`src/rtl/minesweeper_pkg.sv`:
```
// rtl/minesweeper_pkg.sv - board constants, command/state/direction enums and neighbour helpers
package minesweeper_pkg;

    localparam int BOARD_W = 8;
    localparam int TILES   = 64;

    localparam logic signed [4:0] EDGE_MAX = 5'(BOARD_W - 1);

    typedef enum logic [1:0] {
        OP_STEP  = 2'd0,
        OP_FLAG  = 2'd1,
        OP_CLEAR = 2'd2,
        OP_NOP   = 2'd3
    } cmdOp_e;

    typedef enum logic [2:0] {IDLE, POP, EVAL, SCAN, DONE, OVER} state_e;

    typedef enum logic [2:0] {
        DIR_N, DIR_NE, DIR_E, DIR_SE, DIR_S, DIR_SW, DIR_W, DIR_NW
    } dir_e;

    // Returns {onBoard, index}; row/col are widened and signed so stepping off any edge is visible
    function automatic logic [6:0] neighbourOf(input logic [5:0] tile, input dir_e dir);
        logic signed [4:0] row;
        logic signed [4:0] col;
        logic              onBoard;
        row = $signed({2'b00, tile[5:3]});
        col = $signed({2'b00, tile[2:0]});
        case (dir)
            DIR_N:   row = row - 5'sd1;
            DIR_NE:  begin row = row - 5'sd1; col = col + 5'sd1; end
            DIR_E:   col = col + 5'sd1;
            DIR_SE:  begin row = row + 5'sd1; col = col + 5'sd1; end
            DIR_S:   row = row + 5'sd1;
            DIR_SW:  begin row = row + 5'sd1; col = col - 5'sd1; end
            DIR_W:   col = col - 5'sd1;
            DIR_NW:  begin row = row - 5'sd1; col = col - 5'sd1; end
            default: ;
        endcase
        onBoard = (row >= 5'sd0) && (row <= EDGE_MAX) && (col >= 5'sd0) && (col <= EDGE_MAX);
        return {onBoard, row[2:0], col[2:0]};
    endfunction

    function automatic logic [3:0] mineCount(input logic [TILES-1:0] mines, input logic [5:0] tile);
        logic [6:0] nb;
        logic [3:0] cnt;
        cnt = 4'd0;
        for (int d = 0; d < 8; d++) begin
            nb = neighbourOf(tile, dir_e'(3'(d)));
            if (nb[6] && mines[nb[5:0]]) begin
                cnt = cnt + 4'd1;
            end
        end
        return cnt;
    endfunction

endpackage

```
`src/rtl/tile_fifo.sv`:
```
// rtl/tile_fifo.sv - pending-reveal tile queue: 6-bit entries, parameterised depth, async reset
module tile_fifo
    import minesweeper_pkg::*;
#(
    parameter int DEPTH = TILES
) (
    input  logic       clk,
    input  logic       reset,
    input  logic       push,
    input  logic [5:0] pushData,
    input  logic       pop,
    output logic [5:0] popData,
    output logic       empty
);

    localparam int AW = (DEPTH > 1) ? $clog2(DEPTH) : 1;
    localparam int CW = $clog2(DEPTH + 1);

    logic [5:0]    mem [2**AW];
    logic [AW-1:0] wrPtr;
    logic [AW-1:0] rdPtr;
    logic [CW-1:0] count;
    logic          doPop;

    function automatic logic [AW-1:0] nextPtr(input logic [AW-1:0] p);
        return (p == AW'(DEPTH - 1)) ? '0 : p + AW'(1);
    endfunction

    assign empty   = (count == '0);
    assign doPop   = pop && !empty;
    assign popData = mem[rdPtr];

    always_ff @(posedge clk) begin
        if (push) begin
            mem[wrPtr] <= pushData;
        end
    end

    always_ff @(posedge clk or posedge reset) begin
        if (reset) begin
            wrPtr <= '0;
            rdPtr <= '0;
            count <= '0;
        end else begin
            if (push) begin
                wrPtr <= nextPtr(wrPtr);
            end
            if (doPop) begin
                rdPtr <= nextPtr(rdPtr);
            end
            case ({push, doPop})
                2'b10:   count <= count + CW'(1);
                2'b01:   count <= count - CW'(1);
                default: ;
            endcase
        end
    end

endmodule

```
`src/rtl/reveal_ctrl.sv`:
```
// rtl/reveal_ctrl.sv - minesweeper reveal controller; define REVEAL_CTRL_FLOOD_EN for zero-count flood fill
module reveal_ctrl
    import minesweeper_pkg::*;
#(
    parameter int FLAG_LIMIT = 10
) (
    input  logic             clk,
    input  logic             reset,
    input  logic [TILES-1:0] mine_map,
    input  logic             cmd_valid,
    output logic             cmd_ready,
    input  logic [1:0]       cmd_op,
    input  logic [5:0]       cmd_tile,
    output logic [TILES-1:0] step_map,
    output logic [TILES-1:0] flag_map,
    output logic             rev_valid,
    output logic [5:0]       rev_tile,
    output logic [3:0]       rev_count,
    output logic             busy,
    output logic             game_lost,
    output logic             game_won
);

`ifdef REVEAL_CTRL_FLOOD_EN
    localparam int QUEUE_DEPTH = TILES;
    localparam bit FLOOD_EN    = 1'b1;
`else
    localparam int QUEUE_DEPTH = 1;
    localparam bit FLOOD_EN    = 1'b0;
`endif

    state_e           state;
    dir_e             scanDir;
    cmdOp_e           op;
    logic [TILES-1:0] stepMap;
    logic [TILES-1:0] flagMap;
    logic [TILES-1:0] queuedMap;
    logic             revValid;
    logic [5:0]       revTile;
    logic [3:0]       revCount;
    logic             gameLost;
    logic             gameWon;
    logic [6:0]       flagCount;
    logic             cmdReady;

    logic [6:0] scanNb;
    logic       scanPush;
    logic       stepSafe;
    logic       fifoPush;
    logic [5:0] fifoData;
    logic       fifoEmpty;
    logic [5:0] headTile;

    assign op       = cmdOp_e'(cmd_op);
    assign cmdReady = (state == IDLE) || (state == OVER);

    assign stepSafe = (state == IDLE) && cmd_valid && (op == OP_STEP) &&
                      !stepMap[cmd_tile] && !flagMap[cmd_tile] && !mine_map[cmd_tile];

    // The queued bitmap keeps a tile from entering the queue twice within one reveal sequence
    assign scanNb   = neighbourOf(revTile, scanDir);
    assign scanPush = (state == SCAN) && scanNb[6] && !stepMap[scanNb[5:0]] &&
                      !flagMap[scanNb[5:0]] && !queuedMap[scanNb[5:0]];

    assign fifoPush = stepSafe || scanPush;
    assign fifoData = (state == SCAN) ? scanNb[5:0] : cmd_tile;

    tile_fifo #(.DEPTH(QUEUE_DEPTH)) queue (
        .clk      (clk),
        .reset    (reset),
        .push     (fifoPush),
        .pushData (fifoData),
        .pop      (state == POP),
        .popData  (headTile),
        .empty    (fifoEmpty)
    );

    always_ff @(posedge clk or posedge reset) begin
        if (reset) begin
            state     <= IDLE;
            scanDir   <= DIR_N;
            stepMap   <= '0;
            flagMap   <= '0;
            queuedMap <= '0;
            revValid  <= 1'b0;
            revTile   <= '0;
            revCount  <= '0;
            gameLost  <= 1'b0;
            gameWon   <= 1'b0;
            flagCount <= '0;
        end else begin
            revValid <= 1'b0;
            case (state)
                IDLE: begin
                    if (cmd_valid) begin
                        case (op)
                            OP_STEP: begin
                                if (!stepMap[cmd_tile] && !flagMap[cmd_tile]) begin
                                    if (mine_map[cmd_tile]) begin
                                        stepMap[cmd_tile] <= 1'b1;
                                        gameLost          <= 1'b1;
                                        state             <= OVER;
                                    end else begin
                                        queuedMap[cmd_tile] <= 1'b1;
                                        state               <= POP;
                                    end
                                end
                            end
                            OP_FLAG: begin
                                if (!stepMap[cmd_tile]) begin
                                    if (flagMap[cmd_tile]) begin
                                        flagMap[cmd_tile] <= 1'b0;
                                        flagCount         <= flagCount - 7'd1;
                                    end else if (flagCount < 7'(FLAG_LIMIT)) begin
                                        flagMap[cmd_tile] <= 1'b1;
                                        flagCount         <= flagCount + 7'd1;
                                    end
                                end
                            end
                            OP_CLEAR: begin
                                stepMap   <= '0;
                                flagMap   <= '0;
                                flagCount <= '0;
                                gameLost  <= 1'b0;
                                gameWon   <= 1'b0;
                            end
                            default: ;
                        endcase
                    end
                end
                POP: begin
                    stepMap[headTile] <= 1'b1;
                    revTile           <= headTile;
                    revCount          <= mineCount(mine_map, headTile);
                    revValid          <= 1'b1;
                    state             <= EVAL;
                end
                EVAL: begin
                    if (FLOOD_EN && (revCount == 4'd0)) begin
                        scanDir <= DIR_N;
                        state   <= SCAN;
                    end else begin
                        state <= fifoEmpty ? DONE : POP;
                    end
                end
                SCAN: begin
                    if (scanPush) begin
                        queuedMap[scanNb[5:0]] <= 1'b1;
                    end
                    // A push on the last direction lands in the queue at this same edge
                    if (scanDir == DIR_NW) begin
                        state <= (!fifoEmpty || scanPush) ? POP : DONE;
                    end else begin
                        scanDir <= dir_e'(scanDir + 3'd1);
                    end
                end
                DONE: begin
                    queuedMap <= '0;
                    if (&(stepMap | mine_map)) begin
                        gameWon <= 1'b1;
                        state   <= OVER;
                    end else begin
                        state <= IDLE;
                    end
                end
                OVER: begin
                    if (cmd_valid && (op == OP_CLEAR)) begin
                        stepMap   <= '0;
                        flagMap   <= '0;
                        flagCount <= '0;
                        gameLost  <= 1'b0;
                        gameWon   <= 1'b0;
                        state     <= IDLE;
                    end
                end
                default: state <= IDLE;
            endcase
        end
    end

    assign cmd_ready = cmdReady;
    assign busy      = (state == POP) || (state == EVAL) || (state == SCAN) || (state == DONE);
    assign step_map  = stepMap;
    assign flag_map  = flagMap;
    assign rev_valid = revValid;
    assign rev_tile  = revTile;
    assign rev_count = revCount;
    assign game_lost = gameLost;
    assign game_won  = gameWon;

endmodule
```
`config.mk`:
```
export PLATFORM = sky130hd
export DESIGN_NAME = reveal_ctrl
export DESIGN_NICKNAME = d
export VERILOG_FILES = /design/src/rtl/minesweeper_pkg.sv /design/src/rtl/tile_fifo.sv /design/src/rtl/reveal_ctrl.sv
export SDC_FILE = /design/constraint.sdc
export NUM_CORES = 1
export LEC_CHECK = 0
export CAP_MARGIN = 20
export CORE_MARGIN = 1.5
export CORE_UTILIZATION = 35
export CTS_CLUSTER_SIZE = 25
export DETAILED_ROUTE_END_ITERATION = 7
export PLACE_DENSITY_LB_ADDON = 0.12
export REMOVE_ABC_BUFFERS = 1
export SLEW_MARGIN = 20
export SYNTH_ARGS = -nofsm -noshare
export SYNTH_HDL_FRONTEND = slang
export SYNTH_HIERARCHICAL = 1
export SYNTH_SLANG_ARGS = --single-unit
```
`constraint.sdc`:
```
create_clock -name clk -period 15.46 [get_ports clk]
set_input_delay 2.319 -clock clk [delete_from_list [all_inputs] [get_ports clk]]
set_output_delay 2.319 -clock clk [all_outputs]
set_load 0.01 [all_outputs]
```
; Word level (Yosys, flattened, before mapping)
; Memories as Yosys holds them, arrays and structs flattened.
; Index checks and enable logic that the tools add are counted.
; Widths: inputs -> output; s select.
[classes]
n_addsub = 22
n_lt_le_gt_ge = 27
n_eq_ne = 31
mux = 107
bitwise_logic = 9
n_reduce_logical = 70
[ops]
columns = cell, n
row1 = $mux 64, 13
row2 = $or 64x64->64, 6
row3 = $pmux 64 s2, 3
row4 = $pmux 64 s3, 2
row5 = $bmux 1 s6, 14
row6 = $lt 6x7->1 const B, 11
row7 = $and 64x64->64, 1
row8 = $not 64->64, 1
row9 = $reduce_and 64->1, 1
row10 = $mux 4, 14
row11 = $logic_and 1x1->1, 38
row12 = $mux 7, 5
row13 = $ge 5x1->1 const B, 6
row14 = $le 5x4->1 const B, 6
row15 = $mux 1, 30
row16 = $add 4x1->4 const B, 7
row17 = $pmux 7 s2, 2
row18 = $mux 3, 9
row19 = $reduce_and 6->1, 4
row20 = $mux 5, 4
row21 = $pmux 5 s2, 2
row22 = $demux 1 s6, 3
row23 = $eq 3x3->1 const B, 6
row24 = $ge 6x1->1 const B, 3
row25 = 32 further kinds, 75
[totals]
reg_bits = 221
mem_bits_rw = 12
inputBits = 75
output_inout_bits = 143
memories = 1
[mem_list]
columns = memory, words, width, rd, rd_clocked_by_memory_dff, wr, line
row1 = queue.mem, 2, 6, 1, 0, 1, tile_fifo.sv:19  ; logic [5:0] mem [2**AW];

; Depth between registers and ports, before layout
; An unclocked memory read counts as a cell.
[logic_depth]
depth_word = 28
depth_mapped = 33
depth_no_buf = 27

; Modules after synthesis
; The synthesis kept the hierarchy.
[modules_own_cells]
columns = module, n_inst, cells_per_inst, area_each_um2, seq_area_each_um2
row1 = reveal_ctrl, 1, 2187, 16976.3, 5455.2
row2 = tile_fifo, 1, 11, 227.7, 205.2

; Worst setup path after synthesis
; No wires, ideal clock.
[synth_path]
path_type = input -> register
startpoint = input port mine_map[56]
endpoint = register revCount[2] (netlist: rev_count[2])
t_arrival_ns = 7.257
path_slack_ns = 8.069
cell_stages = 25
n_path_buf = 1
cell_sequence = mux2i_1 mux4_2 nand2_1 o21ai_0 mux4_2 or3_1 inv_1 ha_1 buf_1 xnor2_2 inv_1 ha_1 nand2_1 a211oi_1 a21oi_1 mux2i_1 a32o_1 nor3b_2 ha_1 mux2_4 ha_1 nand2_1 xnor2_1 xnor2_1 o21ai_0
[synth_between]
elab_chain_len = 25
[synth_rtl]
columns = element, line
row1 = from (decl), reveal_ctrl.sv:9  ; input logic [TILES-1:0] mine_map,
row2 = $bmux 1 s6, minesweeper_pkg.sv:50  ; if (nb[6] && mines[nb[5:0]]) begin
row3 = $mux 1 (not written as such), minesweeper_pkg.sv:50
row4 = $logic_and 1x1->1, minesweeper_pkg.sv:50
row5 = $mux 1, minesweeper_pkg.sv:50
row6 = $mux 4, reveal_ctrl.sv:93  ; case (state)
row7 = $add 4x1->4, minesweeper_pkg.sv:51  ; cnt = cnt + 4'd1;
row8 = $mux 4, minesweeper_pkg.sv:50
row9 = $mux 4, reveal_ctrl.sv:93
row10 = [... 9 more ...], -
row11 = $add 4x1->4, minesweeper_pkg.sv:51
row12 = $mux 4, minesweeper_pkg.sv:50
row13 = $mux 4, reveal_ctrl.sv:93
row14 = $add 4x1->4, minesweeper_pkg.sv:51
row15 = $mux 4, minesweeper_pkg.sv:50
row16 = $mux 4, reveal_ctrl.sv:93
row17 = $add 4x1->4, minesweeper_pkg.sv:51
row18 = $mux 4 *, minesweeper_pkg.sv:50
row19 = to (signal assigned), reveal_ctrl.sv:134  ; revCount <= mineCount(mine_map, headTile);
row20 = to (decl), reveal_ctrl.sv:40  ; logic [3:0] revCount;
; Mark *: on every way between the ends. The rest lies on a longest branch, timed or not. The select of a mux whose other input is x is not followed.
; A chain may end at the register's enable or synchronous reset.

; Worst setup path after layout
[layout_path]
startpoint = memory queue.mem[0][0]
endpoint = register revCount[2] (netlist: rev_count[2])
[layout_between]
elab_chain_len = 26
[layout_rtl]
columns = element, line
row1 = from (decl), tile_fifo.sv:19
row2 = $mem_v2 2x6 *, -
row3 = $bmux 1 s6 / $add 3x1->4 (equally long branches), -
row4 = $mux 1 (not written as such) / $mux 5 (equally long branches), "minesweeper_pkg.sv:50, reveal_ctrl.sv:93"
row5 = $logic_and 1x1->1 / $ge 5x1->1 (equally long branches), "minesweeper_pkg.sv:50, minesweeper_pkg.sv:40"
row6 = $mux 1 / $logic_and 1x1->1 (equally long branches), "minesweeper_pkg.sv:50, minesweeper_pkg.sv:40"
row7 = $mux 4 / $logic_and 1x1->1 (equally long branches), "reveal_ctrl.sv:93, minesweeper_pkg.sv:40"
row8 = $add 4x1->4 / $logic_and 1x1->1 (equally long branches), "minesweeper_pkg.sv:51, minesweeper_pkg.sv:50"
row9 = $mux 4, minesweeper_pkg.sv:50
row10 = [... 10 more ...], -
row11 = $add 4x1->4, minesweeper_pkg.sv:51
row12 = $mux 4, minesweeper_pkg.sv:50
row13 = $mux 4, reveal_ctrl.sv:93
row14 = $add 4x1->4, minesweeper_pkg.sv:51
row15 = $mux 4, minesweeper_pkg.sv:50
row16 = $mux 4, reveal_ctrl.sv:93
row17 = $add 4x1->4, minesweeper_pkg.sv:51
row18 = $mux 4 *, minesweeper_pkg.sv:50
; Marks and branches as above.

==> impl_metrics.ini <==
[grt]
grt_max_degree = 117
antenna_found_initial = 4
grt_pass1_wl_mm = 141
grt_use_total_pct = 38.1
grt_overflow_total = 0
grt_pass1_vias = 19473

[worst_setup_path]
timing.rr.end = rev_count[2]$_DFFE_PP0P_
startpoint_type = register
reg2reg_from = queue/mem[0][0]$_DFFE_PP_
crit_fanout = 60
crit_required_ns = 15.90
end_kind = register
ff2ff_path_depth = 26
reg2reg_setup_slack_ns = 7.23
worstSetupPathType = register to register
cp.arrival_ns = 8.67

[cells_and_area]
fin_cells = 3003
final_nets = 2422
final_cell_mix = a21oi_1 (262), o21ai_0 (249), dfrtp_1 (219)
layout_commonest_cell = a21oi_1
final_area_mm2 = 0.0209
layout-drive-gt1-share_pct = 8.00
syn2layout_area_growth_pct = 21.7

[hold_path]
hp-start = rev_count[2]$_DFFE_PP0P_
min_path_type = register to register
holdPathStages = 2
min_to = rev_count[2]$_DFFE_PP0P_

[placed_design]
globalplace.congestion = 1.03
pre_cts_ws_ns = 6.83
place_inst = 2950
dpl.hpwl_mm = 66.3
place_area_mm2 = 0.0200
io_buffers = 217

[detailed_routing]
drc = 0
vias = 20535
drtIter0Drc = 2903
final_antenna_net_count = 0
routed_wirelength_mm = 98.2
drtPass1Iterations = 7
via_per_inst = 6.84
wl_per_cell_um = 32.7

[synthesis]
synth-compound-area-share_pct = 31.8
synthMuxAreaShare_pct = 7.34
ys_seq_area_share_pct = 32.9
synthXorXnorAreaFrac_pct = 1.92
ys_ff_latch = 225
synthAdderAreaFrac_pct = 2.23
synth_edf_count = 6
syn_area_mm2 = 0.0172
async_flop_share_pct = 97.3
synthCells = 2198
ys.flop_type = dfrtp_1
synth_top_family_by_area = compound AO/OA/AOI/OAI gates
synth.distinct_cells = 91
syn_avg_cell_area_um2 = 7.83
synth-simple-area-share_pct = 18.7
yosys_warnings = 6

[clock_tree]
clk_pin_slew_ns = 0.07
cts_setup_buffers = 0
htreeDepth = 1
cts_tree = built
cts_resized = 0
clkLatencyLatePin_ns = 0.61
clock_path_buffers = 3
cts.sinks = 225
numCtsBuffers = 29
root_buffer = clkbuf_16
cts_hold_buffers = 0

[floorplanning]
die_width_um = 225
io_pins = 218
start_util_pct = 35.3
core_mm2 = 0.0487
die-area_mm2 = 0.0505
row_count = 81
die_h_um = 225

[timing]
maxSlewHeadroom_pct = 19.7
min_period_over_period_pct = 53.2
rsz0062_at_grt = false
final.setup.tns_ns = 0
slew_viol_final = 0
max_freq_mhz = 121
layout_setup_ws_ns = 7.23
finalSetupViolations = 0
period_minus_slack_ns = 8.23
worst_pin_slew_ns = 1.20
finalHoldViolCount = 0
skew_ns = 0.0407

[power]
power_mw = 4.68
irDropWorstVdd_mv = 0.147
leakagePower_nw = 8.42
powerDensity_mw_per_mm2 = 223

[flow_run]
maxCapViolCount = 0

[status]
status = finished clean
## cell type report
| class | count | area (um^2) |
|---|---|---|
| sequential | 225 | 5660 |
| fill | 4970 | 27800 |
| antenna | 1 | 2.50 |
| multi-input combinational | 1754 | 10800 |
| timing repair buffer | 274 | 2600 |
| inverter | 33 | 131 |
| clock inverter | 10 | 119 |
| tap | 664 | 831 |
| clock buffer | 42 | 825 |
## sequential cells by signal, indices dropped and copies added, names as in the netlist
register and flops:
flag_map 64, queuedMap 64, step_map 64, flagCount 7, queue/mem 6, rev_tile 6
rev_count 4, scanDir 3, state 3, game_lost 1, game_won 1, queue/count 1
rev_valid 1
## synth_stat cells (17+ instances only)
cell      number  area share (%)
a21oi_1      262             7.6
a22oi_1       72             3.1
a31oi_1       30             1.1
buf_2         18            0.52
clkbuf_1     153             3.3
dfrtp_1      219              32
ha_1          29             2.1
inv_1         28            0.61
mux2_2        18             1.2
mux2i_1       56             3.3
mux4_2        20             2.6
nand2_1      219             4.8
nand3_1       45             1.3
nand4_1       21            0.76
nor2_1       218             4.8
nor3_1        55             1.6
nor4_1        21            0.76
o21ai_0      250             7.3
o22ai_1      133             4.8
or3_1         19            0.69
xnor2_1       17            0.87
## worst max path at each step
stage / startpoint / endpoint / slack, ns / cells after the start
floorplan: queue/mem[0][0]$_DFFE_PP_ / rev_count[2]$_DFFE_PP0P_ / 7.04 / 25
global placement: mine_map[36] / rev_count[2]$_DFFE_PP0P_ / 6.90 / 24
finish: queue/mem[0][0]$_DFFE_PP_ / rev_count[2]$_DFFE_PP0P_ / 7.23 / 26
global route: queue/mem[0][0]$_DFFE_PP_ / rev_count[2]$_DFFE_PP0P_ / 6.77 / 28
CTS: queue/mem[0][0]$_DFFE_PP_ / rev_count[2]$_DFFE_PP0P_ / 7.30 / 26
detailed placement: mine_map[58] / rev_count[2]$_DFFE_PP0P_ / 6.83 / 25
## cells by family (layout without fill, tap and decap cells)
| group | count (synthesis) | after routing |
|---|---|---|
| buf+inv | 219 | 359 |
| mux | 97 | 97 |
| compound gates | 907 | 907 |
| fa+ha+maj | 30 | 30 |
| simple gates | 691 | 691 |
| flops | 225 | 225 |
| xor+xnor | 29 | 29 |
| other cells | 0 | 1 |
## power breakdown
part           internal [mW]  switching [mW]
clock                  0.403           0.291
combinational           1.04            1.84
sequential             0.743           0.356
## metal layers
layer	vias up	track usage [%]	part of all wire (%)
met5	-	0	0.035
met4	4	23.0	7.5
met3	402	10.7	12
met2	1586	55.4	42
met1	10000	49.9	39
li1	8543	-	-
## metrics by stage
| stage | utilization, % | hold WS, ns |
|---|---|---|
| after global placement | 41.0 | 0.470 |
| after floorplan | - | 0.455 |
| after global routing | 42.9 | 0.499 |
| after detailed placement | 41.0 | 0.474 |
| final | 42.9 | 0.482 |
| after CTS | 42.9 | 0.488 |
## critical path: stages (launching register included)
cell      delay [ns]
edfxtp_1        0.66
buf_4           0.73
ha_1            0.36
xor2_2          0.71
mux4_2          0.71
nand2_1         0.09
o21ai_0         0.08
mux4_2          0.46
or3_1           0.37
inv_1           0.10
ha_1            0.37
xnor2_2         0.34
inv_1           0.08
ha_1            0.27
nand2_1         0.04
a211oi_1        0.59
a21oi_1         0.12
mux2i_1         0.18
a32o_1          0.29
nor3b_2         0.28
ha_1            0.29
mux2_4          0.29
ha_1            0.19
nand2_1         0.07
xnor2_1         0.14
xnor2_1         0.14
o21ai_0         0.08
No activity file was read; power rests on OpenSTA's default activity.
